==> config.mk <==
export PLATFORM = sky130hd
export DESIGN_NAME = div_unit_flat
export DESIGN_NICKNAME = d
export VERILOG_FILES = /design/src/rtl/div_unit_if.sv /design/src/rtl/div_unit.sv /design/src/flat_wrapper.sv
export SDC_FILE = /design/constraint.sdc
export NUM_CORES = 1
export LEC_CHECK = 0
export CORE_MARGIN = 2
export CORE_UTILIZATION = 57
export DETAILED_ROUTE_END_ITERATION = 12
export GPL_TIMING_DRIVEN = 0
export PLACE_DENSITY = 0.84
export SYNTH_ARGS = -nofsm -noshare
export SYNTH_HDL_FRONTEND = slang
export SYNTH_SLANG_ARGS = --single-unit
export TNS_END_PERCENT = 20
==> constraint.sdc <==
create_clock -name clk -period 5.9 [get_ports clk]
set_clock_uncertainty 0.05 [all_clocks]
set_input_delay 1.77 -clock clk [delete_from_list [all_inputs] [get_ports clk]]
set_output_delay 1.77 -clock clk [all_outputs]
set_load 0.02 [all_outputs]
==> src/rtl/div_unit_if.sv <==
// Handshake and result bundle between main control and the multicycle divider.
interface div_unit_if #(
    parameter int WIDTH = 32
);
    logic             DivStart;
    logic [WIDTH-1:0] A;
    logic [WIDTH-1:0] B;
    logic [WIDTH-1:0] Hi;
    logic [WIDTH-1:0] Lo;
    logic             DivDone;
    logic             DivZero;
    logic             Busy;

    modport master (
        output DivStart, A, B,
        input  Hi, Lo, DivDone, DivZero, Busy
    );

    modport slave (
        input  DivStart, A, B,
        output Hi, Lo, DivDone, DivZero, Busy
    );
endinterface

==> src/rtl/div_unit.sv <==
// Multicycle signed restoring divider: quotient on Lo, remainder on Hi.
// One iteration per clock on operand magnitudes, signs applied on the final step.
module div_unit #(
    parameter int WIDTH = 32,
    parameter int CNT_W = 6
) (
    input  logic       clk,
    input  logic       reset,
    div_unit_if.slave  bus
);

    typedef enum logic [1:0] {
        IDLE,
        RUN,
        DONE,
        ZERO
    } state_t;

    state_t           state_q, state_d;
    logic [WIDTH-1:0] rem_q, rem_d;
    logic [WIDTH-1:0] dvd_q, dvd_d;
    logic [WIDTH-1:0] dvsr_q, dvsr_d;
    logic [WIDTH-1:0] hi_q, hi_d;
    logic [WIDTH-1:0] lo_q, lo_d;
    logic [CNT_W-1:0] cnt_q, cnt_d;
    logic             sa_q, sa_d;
    logic             sq_q, sq_d;

    logic [WIDTH-1:0] abs_a, abs_b;
    logic [WIDTH:0]   rem_sh;
    logic [WIDTH-1:0] rem_step, quo_step;
    logic             take;

    always_comb begin
        abs_a = bus.A[WIDTH-1] ? ('0 - bus.A) : bus.A;
        abs_b = bus.B[WIDTH-1] ? ('0 - bus.B) : bus.B;
        // Compare on WIDTH+1 bits; once taken, the difference always fits in WIDTH.
        rem_sh   = {rem_q, dvd_q[WIDTH-1]};
        take     = (rem_sh >= {1'b0, dvsr_q});
        rem_step = take ? (rem_sh[WIDTH-1:0] - dvsr_q) : rem_sh[WIDTH-1:0];
        quo_step = {dvd_q[WIDTH-2:0], take};
    end

    always_comb begin
        state_d = state_q;
        rem_d   = rem_q;
        dvd_d   = dvd_q;
        dvsr_d  = dvsr_q;
        hi_d    = hi_q;
        lo_d    = lo_q;
        cnt_d   = cnt_q;
        sa_d    = sa_q;
        sq_d    = sq_q;

        unique case (state_q)
            IDLE: begin
                if (bus.DivStart) begin
                    if (bus.B == '0) begin
                        state_d = ZERO;
                    end else begin
                        state_d = RUN;
                        rem_d   = '0;
                        dvd_d   = abs_a;
                        dvsr_d  = abs_b;
                        cnt_d   = CNT_W'(WIDTH);
                        sa_d    = bus.A[WIDTH-1];
                        sq_d    = bus.A[WIDTH-1] ^ bus.B[WIDTH-1];
                    end
                end
            end
            RUN: begin
                rem_d = rem_step;
                dvd_d = quo_step;
                cnt_d = cnt_q - 1'b1;
                if (cnt_q == CNT_W'(1)) begin
                    state_d = DONE;
                    lo_d    = sq_q ? ('0 - quo_step) : quo_step;
                    hi_d    = sa_q ? ('0 - rem_step) : rem_step;
                end
            end
            DONE:    state_d = IDLE;
            ZERO:    state_d = IDLE;
            default: state_d = IDLE;
        endcase
    end

    always_ff @(posedge clk) begin
        if (reset) begin
            state_q <= IDLE;
            rem_q   <= '0;
            dvd_q   <= '0;
            dvsr_q  <= '0;
            hi_q    <= '0;
            lo_q    <= '0;
            cnt_q   <= '0;
            sa_q    <= 1'b0;
            sq_q    <= 1'b0;
        end else begin
            state_q <= state_d;
            rem_q   <= rem_d;
            dvd_q   <= dvd_d;
            dvsr_q  <= dvsr_d;
            hi_q    <= hi_d;
            lo_q    <= lo_d;
            cnt_q   <= cnt_d;
            sa_q    <= sa_d;
            sq_q    <= sq_d;
        end
    end

    assign bus.Hi      = hi_q;
    assign bus.Lo      = lo_q;
    assign bus.DivDone = (state_q == DONE);
    assign bus.DivZero = (state_q == ZERO);
    assign bus.Busy    = (state_q != IDLE);

endmodule
==> src/flat_wrapper.sv <==
// flat-port wrapper written by rule: the top's interface ports become plain ports
module div_unit_flat 
#(
    parameter int WIDTH = 32,
    parameter int CNT_W = 6
)
  (clk, reset, bus_DivStart, bus_A, bus_B, bus_Hi, bus_Lo, bus_DivDone, bus_DivZero, bus_Busy);
  div_unit_if #(.WIDTH(WIDTH)) bus_i ();
  input  logic clk;
  input  logic reset;
  input wire logic [$bits(bus_i.DivStart)-1:0] bus_DivStart;
  input wire logic [$bits(bus_i.A)-1:0] bus_A;
  input wire logic [$bits(bus_i.B)-1:0] bus_B;
  output wire logic [$bits(bus_i.Hi)-1:0] bus_Hi;
  output wire logic [$bits(bus_i.Lo)-1:0] bus_Lo;
  output wire logic [$bits(bus_i.DivDone)-1:0] bus_DivDone;
  output wire logic [$bits(bus_i.DivZero)-1:0] bus_DivZero;
  output wire logic [$bits(bus_i.Busy)-1:0] bus_Busy;
  assign bus_i.DivStart = bus_DivStart;
  assign bus_i.A = bus_A;
  assign bus_i.B = bus_B;
  assign bus_Hi = bus_i.Hi;
  assign bus_Lo = bus_i.Lo;
  assign bus_DivDone = bus_i.DivDone;
  assign bus_DivZero = bus_i.DivZero;
  assign bus_Busy = bus_i.Busy;
  div_unit #(.WIDTH(WIDTH), .CNT_W(CNT_W)) u_core (.clk(clk), .reset(reset), .bus(bus_i));
endmodule
==> flow_metrics.env, run 1 <==
export IMPL_synth_compound_area_share_pct=25.96
export IMPL_cts_tree="built"
export IMPL_worstPathArrival_ps=6000
export IMPL_dpl_cell_area_mm2=0.01320
export IMPL_clk_pin_slew_ps=80
export IMPL_ys_flop_type="dfxtp_1"
export IMPL_setup_viol=0
export IMPL_syn_nets=1627
export IMPL_vias=12300
export IMPL_cts_made_buffers=17
export IMPL_cts_max_path_buffers=2
export IMPL_synth_edf_count=0
export IMPL_vdd_drop_max_mv=0.3202
export IMPL_crit_fanout=10
export IMPL_antenna_left=0
export IMPL_dp_cells=1922
export IMPL_required_ps=6240
export IMPL_diodes=0
export IMPL_clock_fmax_mhz=176.6
export IMPL_finalWirelength_um=37810
export IMPL_yosys_warnings=0
export IMPL_min_path_type="reg2reg"
export IMPL_post_dp_hpwl_um=29880
export IMPL_core_area_mm2=0.02004
export IMPL_ios=134
export IMPL_synthMuxAreaShare_pct=1.483
export IMPL_die_h_um=146.4
export IMPL_cts_hold_buffers=0
export IMPL_drc_errors=0
export IMPL_nets=1782
export IMPL_area_delta_synth_final_pct=20.59
export IMPL_netlist_area_leader_share_pct=29.45
export IMPL_synth_top_family_by_area="compound AO/OA/AOI/OAI gates"
export IMPL_start_util_pct=57.66
export IMPL_synth_xor_xnor_area_share_pct=9.854
export IMPL_dieArea_mm2=0.02143
export IMPL_netlist_area_mm2=0.01155
export IMPL_r2r_setup_slack_ps=240
export IMPL_rows=52
export IMPL_synth_yosys_seq_area_share_pct=29.45
export IMPL_drt_iter0_drc=1564
export IMPL_holdWs_ps=402.1
export IMPL_place_ws_ps=-442.9
export IMPL_hold_depth=2
export IMPL_layout_commonest_cell="nor2_1"
export IMPL_yosys_area_share_simple_pct=23.11
export IMPL_crit_slowest_cell="or4_1"
export IMPL_whs_endpoint="u_core.bus.Hi[13]"
export IMPL_final_cell_mix="198 x nor2_1, 170 x dfxtp_1, 160 x nand2_1"
export IMPL_fin_util_pct=69.53
export IMPL_power_total_mw=8.462
export IMPL_cts_sinks=170
export IMPL_gp_congestion=0.9693
export IMPL_antenna_found_initial=0
export IMPL_synthCells=1521
export IMPL_worst_setup_path_end_kind="flop"
export IMPL_synth_cell_types=83
export IMPL_grt_ovfl_total=0
export IMPL_grt_max_degree=22
export IMPL_yosysTopAreaCell="dfxtp_1"
export IMPL_wl_per_cell_um=19.30
export IMPL_setup_ws_ps=236.4
export IMPL_clkLatencyLatePin_ps=460
export IMPL_h_tree_depth=4
export IMPL_r2r_start="u_core.rem_q[8]"
export IMPL_drtPass1Iterations=8
export IMPL_grt_pass1_vias=11200
export IMPL_die_w_um=146.4
export IMPL_cp_slowest_stage_delay_ps=560
export IMPL_drv_cap=0
export IMPL_track_usage_pct=34.92
export IMPL_crit_type="reg2reg"
export IMPL_fin_setup_tns_ps=0
export IMPL_fin_crit_ps=5664
export IMPL_synthArstFlopShare_pct=0
export IMPL_outcome="complete, no violations"
export IMPL_r2r_cells=20
export IMPL_ys_top_cells_by_area="dfxtp_1 29%, nor2_1 6.4%, xor2_1 6.1%"
export IMPL_cts_root_buf="clkbuf_16"
export IMPL_slew_violations=0
export IMPL_path_cells="ha_1 > buf_2 > nand4_1 > or4_1 > or4_4 > o2111ai_2 > or2_1 > buf_6 > buf_4 > clkbuf_4 > buf_4 > mux2i_4 > ha_1 > nor4b_2 > nor4b_1 > a31oi_1 > o31ai_1 > xor2_1 > nand2_1 > a21oi_1"
export IMPL_syn_area_per_cell_um2=7.597
export IMPL_fin_area_mm2=0.01393
export IMPL_drive_above_1_share_pct=6.335
export IMPL_powerDensity_mw_per_mm2=607.3
export IMPL_synthAdderAreaFrac_pct=4.288
export IMPL_final_cells=1959
export IMPL_grt_pass1_wl_um=59920
export IMPL_worst_pin_slew_ps=1169
export IMPL_drt_vias_per_instance=6.276
export IMPL_finalHoldViolations=0
export IMPL_port_buffers=131
export IMPL_cp_start_kind="flop"
export IMPL_rr_endpoint="u_core.bus.Hi[16]"
export IMPL_slew_headroom_pct=21.04
export IMPL_ys_ff_latch=170
export IMPL_finalCritPeriodShare_pct=95.99
export IMPL_worstHoldStart="u_core.bus.Hi[13]"
export IMPL_power_leakage_nw=5.101
worst max-delay path, delay by kind of cell (launching register included):
| kind | cells | cell delay, ps |
|---|---|---|
| AO/OA/AOI/OAI | 4 | 850 |
| flip-flops | 1 | 400 |
| buffers and inverters | 5 | 1030 |
| adder cells (fa/ha/maj) | 2 | 560 |
| multiplexers | 1 | 310 |
| AND/OR/NAND/NOR | 7 | 2200 |
| XOR/XNOR | 1 | 190 |
cells by family (layout without fill, tap and decap cells):
family / Yosys count / after routing
buf+inv: 157 / 325
simple gates: 563 / 563
mux: 17 / 17
fa+ha+maj: 39 / 39
compound gates: 445 / 445
flops: 170 / 170
xor+xnor: 130 / 130
power by group:
group	internal [mW]	switching, mW
combinational	2.06	3.68
sequential	1.30	0.221
clock	0.592	0.611
total	3.95	4.51
cell usage after synthesis, types with 37 or more instances:
cell type / number
nor2_1: 198
dfxtp_1: 170
nand2_1: 160
a21oi_1: 113
xor2_1: 81
a211oi_1: 73
clkbuf_1: 67
o21ai_0: 60
inv_1: 52
xnor2_1: 49
a31oi_1: 47
ha_1: 38
o31ai_1: 37
per-layer routing:
layer	global-route usage, %	vias up	part of all wire (%)
met4	9.466	0	1.7
met5	0	-	0
met1	50.42	5740	44
met2	52.97	664	43
li1	-	5816	-
met3	7.438	75	11
worst max-delay path by stage:
stage,startpoint,depth (start not counted),to,slack [ps]
2_1_floorplan,u_core.dvsr_q[13],22,u_core.bus.Hi[22],880
3_5_place_dp,u_core.rem_q[11],21,u_core.bus.Hi[22],-440
5_1_grt,u_core.dvsr_q[21],21,u_core.bus.Hi[16],-10
6_report,u_core.rem_q[8],20,u_core.bus.Hi[16],240
4_1_cts,u_core.dvsr_q[21],22,u_core.bus.Hi[22],10
3_3_place_gp,u_core.rem_q[11],21,u_core.bus.Hi[22],-360
what timing repair did:
action	CTS	global route
endpoints found under the setup margin	14	13
pin swaps	0	1
buffers inserted	0	6
cloned	0	0
resized for setup	4	8
registers in the layout (all words and copies together) (netlist names):
signal / count
u_core.sa_q: 1
u_core.bus.Lo: 32
u_core.dvsr_q: 32
u_core.rem_q: 32
u_core.dvd_q: 32
u_core.sq_q: 1
u_core.state_q: 2
u_core.cnt_q: 6
u_core.bus.Hi: 32
area by class of cell:
| class | instances | area [um^2] |
|---|---|---|
| buffer | 103 | 481.7 |
| fill | 1749 | 6106 |
| timing repair buffer | 137 | 1356 |
| clock inverter | 15 | 206.4 |
| multi-input combinational | 1194 | 7523 |
| clock buffer | 17 | 425.4 |
| sequential | 170 | 3403 |
| tap | 270 | 337.8 |
| inverter | 53 | 198.9 |
Power figures use the tool's default switching activity.
==> run 2, diff against run 1 <==
==> constraint.sdc (replaced) <==
create_clock -name clk -period 5.3 [get_ports clk]
set_clock_uncertainty 0.05 [all_clocks]
set_input_delay 1.59 -clock clk [delete_from_list [all_inputs] [get_ports clk]]
set_output_delay 1.59 -clock clk [all_outputs]
set_load 0.02 [all_outputs]
==> run 2 against run 1 <==
Against the previous run: die area is the same; flip-flop and latch count is the same; global-route usage grew 0.11 points; critical path depth grew 1; wire length grew 0.67%; via count shrank 0.29%; combinational power grew 16%; sequential power grew 11%; largest power group unchanged.
==> flow_metrics.env, run 2 (same netlist as run 1, synthesis figures left out) <==
export IMPL_outcome="complete, no violations"
export IMPL_crit_type="reg2reg"
export IMPL_cts_tree="built"
export IMPL_comb_power_share_pct=68.7
export IMPL_worstPathArrival_ps=5490
export IMPL_core_area_mm2=0.02004
export IMPL_internal_power_mw=4.558
export IMPL_drc_errors=0
export IMPL_clk_pin_slew_ps=80
export IMPL_nets=1781
export IMPL_min_path_type="reg2reg"
export IMPL_antenna_left=0
export IMPL_register_area_mm2=0.003403
export IMPL_die_w_um=146.4
export IMPL_finalWirelength_um=38060
export IMPL_layout_commonest_cell="nor2_1"
export IMPL_dieArea_mm2=0.02143
export IMPL_fin_area_mm2=0.01407
export IMPL_hold_depth=2
export IMPL_rows=52
export IMPL_finalCritPeriodShare_pct=97.14
export IMPL_port_buffers=131
export IMPL_fin_crit_ps=5148
export IMPL_cts_made_buffers=17
export IMPL_finalHoldViolations=0
export IMPL_vias=12260
export IMPL_drt_vias_per_instance=6.261
export IMPL_drtPass1Iterations=8
export IMPL_cts_root_buf="clkbuf_16"
export IMPL_drt_iter0_drc=1653
export IMPL_n_fill_cell=1722
export IMPL_powerDensity_mw_per_mm2=689.7
export IMPL_drive_above_1_share_pct=6.931
export IMPL_antenna_found_initial=0
export IMPL_track_usage_pct=35.03
export IMPL_grt_ovfl_total=0
export IMPL_rsz0062_at_grt="true"
export IMPL_fin_setup_tns_ps=0
export IMPL_clkLatencyLatePin_ps=460
export IMPL_crit_fanout=10
export IMPL_area_delta_synth_final_pct=21.76
export IMPL_h_tree_depth=4
export IMPL_pwr_share_seq_pct=17.5
export IMPL_diodes=0
export IMPL_setup_viol=0
export IMPL_cp_start_kind="flop"
export IMPL_worst_setup_path_end_kind="flop"
export IMPL_multi_input_area_mm2=0.007617
export IMPL_clkPwrFrac_pct=13.8
export IMPL_required_ps=5640
export IMPL_grt_pass1_vias=11220
export IMPL_r2r_cells=21
export IMPL_vdd_drop_max_mv=0.3763
export IMPL_dpl_cell_area_mm2=0.01320
export IMPL_cts_sinks=170
export IMPL_slew_violations=0
export IMPL_grt_pass1_wl_um=60100
export IMPL_start_util_pct=57.66
export IMPL_power_leakage_nw=5.130
export IMPL_final_cell_mix="198 x nor2_1, 170 x dfxtp_1, 160 x nand2_1"
export IMPL_clock_fmax_mhz=194.2
export IMPL_cts_max_path_buffers=2
export IMPL_gp_congestion=0.9693
export IMPL_p_sw_share_pct=53.04
export IMPL_worst_pin_slew_ps=1144
export IMPL_ios=134
export IMPL_wl_per_cell_um=19.44
export IMPL_drv_cap=0
export IMPL_die_h_um=146.4
export IMPL_slew_headroom_pct=22.78
export IMPL_grt_max_degree=22
export IMPL_post_dp_hpwl_um=29880
export IMPL_power_switching_mw=5.147
run 2: per-stage QoR:
stage / hold slack (ps) / utilization, % / power, mW / setup WS, ps / cells
6_report: 403.0 / 70.21 / 9.704 / 151.5 / 1958
5_1_grt: 426.2 / 70.21 / 10.27 / -13.05 / 1958
4_1_cts: 404.4 / 69.41 / 9.119 / 21.34 / 1954
3_5_place_dp: 394.9 / 65.89 / 7.645 / -1043 / 1922
3_3_place_gp: 388.0 / 65.89 / 7.572 / -963.1 / 1922
2_1_floorplan: 390.6 / - / 6.028 / 279.0 / 1521
run 2: repair_timing:
item | in CTS | in global routing
setup endpoints to repair | 21 | 18
setup buffers | 1 | 5
hold buffers | 0 | 0
gates resized for setup | 15 | 27
pin swaps | 1 | 9
run 2: worst paths after layout:
kind / slack [ps] / endpoint / startpoint
max: 150 / u_core.bus.Hi[22] / u_core.rem_q[8]
min: 400 / u_core.bus.Hi[13] / u_core.bus.Hi[13]
max reg2reg: 150 / u_core.bus.Hi[22] / u_core.rem_q[8]
min reg2reg: 400 / u_core.bus.Hi[13] / u_core.bus.Hi[13]
run 2: worst max-delay path, stage by stage, from the launching register on:
cell       delay, ps
dfxtp_1          400
ha_1             310
buf_2            190
nand4_1          180
or4_4            530
or4_4            540
o2111ai_4        140
or2_1            160
buf_6            120
buf_12           130
buf_12           130
buf_12           140
mux2i_4          320
ha_4             190
nand2_1           80
a2111oi_4        370
nand4_1          170
o22a_2           320
o31ai_4          190
xor2_1           160
nand2_1           90
a21oi_2          150
run 2: power by group through the flow:
stage / combinational, mW / clock (mW) / sequential (mW)
final: 6.67 / 1.34 / 1.69
after global routing: 7.18 / 1.39 / 1.70
after CTS: 6.12 / 1.33 / 1.67
after detailed placement: 5.95 / 0 / 1.69
after global placement: 5.89 / 0 / 1.69
after floorplan: 4.41 / 0 / 1.62
run 2: routing by layer:
layer  global-route usage [%]  vias to the layer above  wire (um)
met3                    7.938                       97       4092
met2                    53.04                      652      16320
met5                        0                        -          0
met4                    9.563                        0        870
met1                    50.33                     5698      16780
li1                         -                     5812          -
run 2: final cells by class:
cell class | count | share of cell area (%)
Sequential cell | 170 | 24.19
Timing Repair Buffer | 137 | 9.640
Buffer | 102 | 3.717
Tap cell | 270 | 2.401
Inverter | 53 | 1.423
Clock buffer | 17 | 3.024
Multi-Input combinational cell | 1194 | 54.14
Clock inverter | 15 | 1.467
==> run 3, diff against run 2 <==
--- a/config.mk
+++ b/config.mk
@@ -5,11 +5,15 @@
 export SDC_FILE = /design/constraint.sdc
 export NUM_CORES = 1
 export LEC_CHECK = 0
+export ABC_AREA = 1
+export CELL_PAD_IN_SITES_DETAIL_PLACEMENT = 1
+export CELL_PAD_IN_SITES_GLOBAL_PLACEMENT = 1
 export CORE_MARGIN = 2
-export CORE_UTILIZATION = 57
+export CORE_UTILIZATION = 40
 export DETAILED_ROUTE_END_ITERATION = 12
 export GPL_TIMING_DRIVEN = 0
 export PLACE_DENSITY = 0.84
+export SETUP_SLACK_MARGIN = 0.15
 export SYNTH_ARGS = -nofsm -noshare
 export SYNTH_HDL_FRONTEND = slang
 export SYNTH_SLANG_ARGS = --single-unit
==> run 3 against run 2 <==
Against the previous run: first-iteration DRC count down 43%; clock power fell by 4%; maximum frequency is 12% higher; die area is 53% higher; flip-flop and latch count unchanged; critical endpoint is now u_core.bus.Lo[30]; largest cell class unchanged.
==> flow_metrics.env, run 3 <==
export IMPL_worstPathArrival_ps=4900
export IMPL_dieArea_mm2=0.03286
export IMPL_finalCritPeriodShare_pct=87.00
export IMPL_drv_cap=0
export IMPL_layout_commonest_cell="nand2_1"
export IMPL_critPathLaunch="u_core.dvsr_q[24]"
export IMPL_finalHoldViolations=0
export IMPL_critical_path_endpoint="u_core.bus.Lo[30]"
export IMPL_diodes=0
export IMPL_cp_depth=27
export IMPL_vdd_drop_max_mv=0.3254
export IMPL_ys_ff_latch=170
export IMPL_drc_errors=0
export IMPL_cpMostUsedCell="inv_1"
export IMPL_yosysTopAreaCell="dfxtp_1"
export IMPL_synth_xor_xnor_area_share_pct=5.017
export IMPL_drt_vias_per_instance=5.474
export IMPL_drt_iter0_drc=937
export IMPL_yosys_area_share_simple_pct=36.72
export IMPL_synth_cell_types=53
export IMPL_cts_max_path_buffers=2
export IMPL_wl_per_cell_um=19.34
export IMPL_grt_ovfl_total=0
export IMPL_cts_tree="built"
export IMPL_rows=64
export IMPL_clk_pin_slew_ps=70
export IMPL_slew_violations=0
export IMPL_required_ps=5590
export IMPL_cts_made_buffers=17
export IMPL_fin_util_pct=48.71
export IMPL_ys_top_cells_by_area="dfxtp_1 27%, nand2_1 17%, inv_1 8.1%"
export IMPL_powerDensity_mw_per_mm2=415.0
export IMPL_netlist_area_leader_share_pct=27.08
export IMPL_grt_max_degree=19
export IMPL_synthMuxAreaShare_pct=0
export IMPL_cts_root_buf="clkbuf_16"
export IMPL_clock_fmax_mhz=216.9
export IMPL_track_usage_pct=30.72
export IMPL_die_h_um=181.3
export IMPL_post_dp_hpwl_um=40850
export IMPL_r2r_cells=27
export IMPL_cp_start_kind="flop"
export IMPL_antenna_left=0
export IMPL_syn_area_per_cell_um2=6.108
export IMPL_min_path_type="reg2reg"
export IMPL_ios=134
export IMPL_worst_setup_path_end_kind="flop"
export IMPL_worst_pin_slew_ps=1166
export IMPL_nets=2315
export IMPL_synth_compound_area_share_pct=15.89
export IMPL_final_cell_mix="555 x nand2_1, 272 x inv_1, 237 x nor2_1"
export IMPL_r2r_setup_slack_ps=690
export IMPL_synthCells=2058
export IMPL_crit_family="compound AO/OA/AOI/OAI gates"
export IMPL_start_util_pct=40.88
export IMPL_grt_pass1_wl_um=79780
export IMPL_grt_pass1_vias=14820
export IMPL_n_fill_cell=4282
export IMPL_gp_congestion=0.9464
export IMPL_cts_sinks=170
export IMPL_antenna_found_initial=1
export IMPL_register_area_mm2=0.003403
export IMPL_ys_flop_type="dfxtp_1"
export IMPL_vias=14330
export IMPL_h_tree_depth=4
export IMPL_fin_crit_ps=4611
export IMPL_cp_buffers_inverters=8
export IMPL_slew_headroom_pct=22.28
export IMPL_synth_yosys_seq_area_share_pct=27.08
export IMPL_power_leakage_nw=7.047
export IMPL_synth_top_family_by_area="simple AND/OR/NAND/NOR gates"
export IMPL_rr_endpoint="u_core.bus.Lo[30]"
export IMPL_cp_slowest_stage_delay_ps=400
export IMPL_area_delta_synth_final_pct=19.15
export IMPL_syn_nets=2164
export IMPL_drtPass1Iterations=5
export IMPL_crit_type="reg2reg"
export IMPL_outcome="complete, no violations"
export IMPL_post_cts_setup_buffers=0
export IMPL_die_w_um=181.3
export IMPL_synth_most_common_cell="nand2_1"
export IMPL_synth_edf_count=0
export IMPL_drive_above_1_share_pct=6.211
export IMPL_synthArstFlopShare_pct=0
export IMPL_setup_viol=0
export IMPL_clkLatencyLatePin_ps=450
export IMPL_netlist_area_mm2=0.01257
export IMPL_multi_input_area_mm2=0.007749
export IMPL_synth_commonest_cells="555 x nand2_1, 272 x inv_1, 237 x nor2_1"
export IMPL_port_buffers=132
export IMPL_crit_fanout=10
export IMPL_r2r_start="u_core.dvsr_q[24]"
export IMPL_synthAdderAreaFrac_pct=3.942
export IMPL_finalWirelength_um=50630
export IMPL_core_area_mm2=0.03075
export IMPL_yosys_warnings=0
export IMPL_crit_slowest_cell="ha_1"
export IMPL_fin_setup_tns_ps=0
export IMPL_rsz0062_at_grt="false"
-- run 3: cell types whose count changed in the layout (fill, tap and decap cells not counted), sizes merged, moves of 34 or more --
cell	before	now
a211oi	78	5
a21oi	113	161
inv	61	287
nand2	160	586
nand3	32	127
nor2	199	258
o21ai	62	121
o31ai	37	3
-- run 3: where the power goes --
part / switching (mW) / internal, mW / total [mW]
combinational: 2.38 / 1.06 / 3.45
sequential: 0.112 / 1.38 / 1.49
clock: 0.643 / 0.632 / 1.28
-- run 3: kinds of logic (layout without fill, tap and decap cells) --
logic type | Yosys count | count (layout)
simple gates | 1056 | 1056
buf+inv | 361 | 525
compound gates | 360 | 360
flops | 170 | 170
xor+xnor | 72 | 72
fa+ha+maj | 39 | 39
-- run 3: what timing repair did --
item | in CTS | in global routing
endpoints found under the setup margin | 0 | 2
resized for setup | 0 | 3
hold buffers | 0 | 0
-- run 3: per-stage QoR --
stage	total power, mW	cells	hold WS (ps)	instance area [um^2]	setup slack, ps
2_1_floorplan	3.888	2058	385.3	12570	1545
3_3_place_gp	4.770	2586	399.6	14390	414.2
3_5_place_dp	4.864	2586	417.0	14390	325.2
4_1_cts	6.156	2618	428.2	14970	579.2
5_1_grt	6.638	2618	450.7	14980	173.6
6_report	6.215	2618	433.4	14980	689.1
-- run 3: layer usage --
layer,vias up,GRT usage (%),part of all wire (%)
met2,386,53.44,48
met4,2,10.89,3.3
met3,100,3.911,4.4
met1,6931,38.95,45
met5,-,0,0.026
li1,6912,-,-
-- run 3: tightest hold or removal path: stages, from the launching register on --
cell and delay (ps):
dfxtp_1 320, nand2_1 70, a21oi_1 60
-- run 3: worst min path at each step --
stage	from	to	slack, ps	depth (start not counted)
3_3_place_gp	u_core.cnt_q[1]	u_core.cnt_q[1]	400	2
6_report	u_core.cnt_q[1]	u_core.cnt_q[1]	430	2
2_1_floorplan	u_core.dvsr_q[12]	u_core.dvsr_q[12]	390	2
3_5_place_dp	u_core.cnt_q[1]	u_core.cnt_q[1]	420	2
5_1_grt	u_core.cnt_q[1]	u_core.cnt_q[1]	450	2
4_1_cts	u_core.cnt_q[1]	u_core.cnt_q[1]	430	2
-- run 3: layout make-up --
cell class	count	share of cell area (%)
Multi-Input combinational cell	1527	51.74
Timing Repair Buffer	132	8.822
Clock buffer	18	2.865
Sequential cell	170	22.72
Buffer	79	2.464
Inverter	282	7.068
Clock inverter	14	1.011
Tap cell	396	3.308
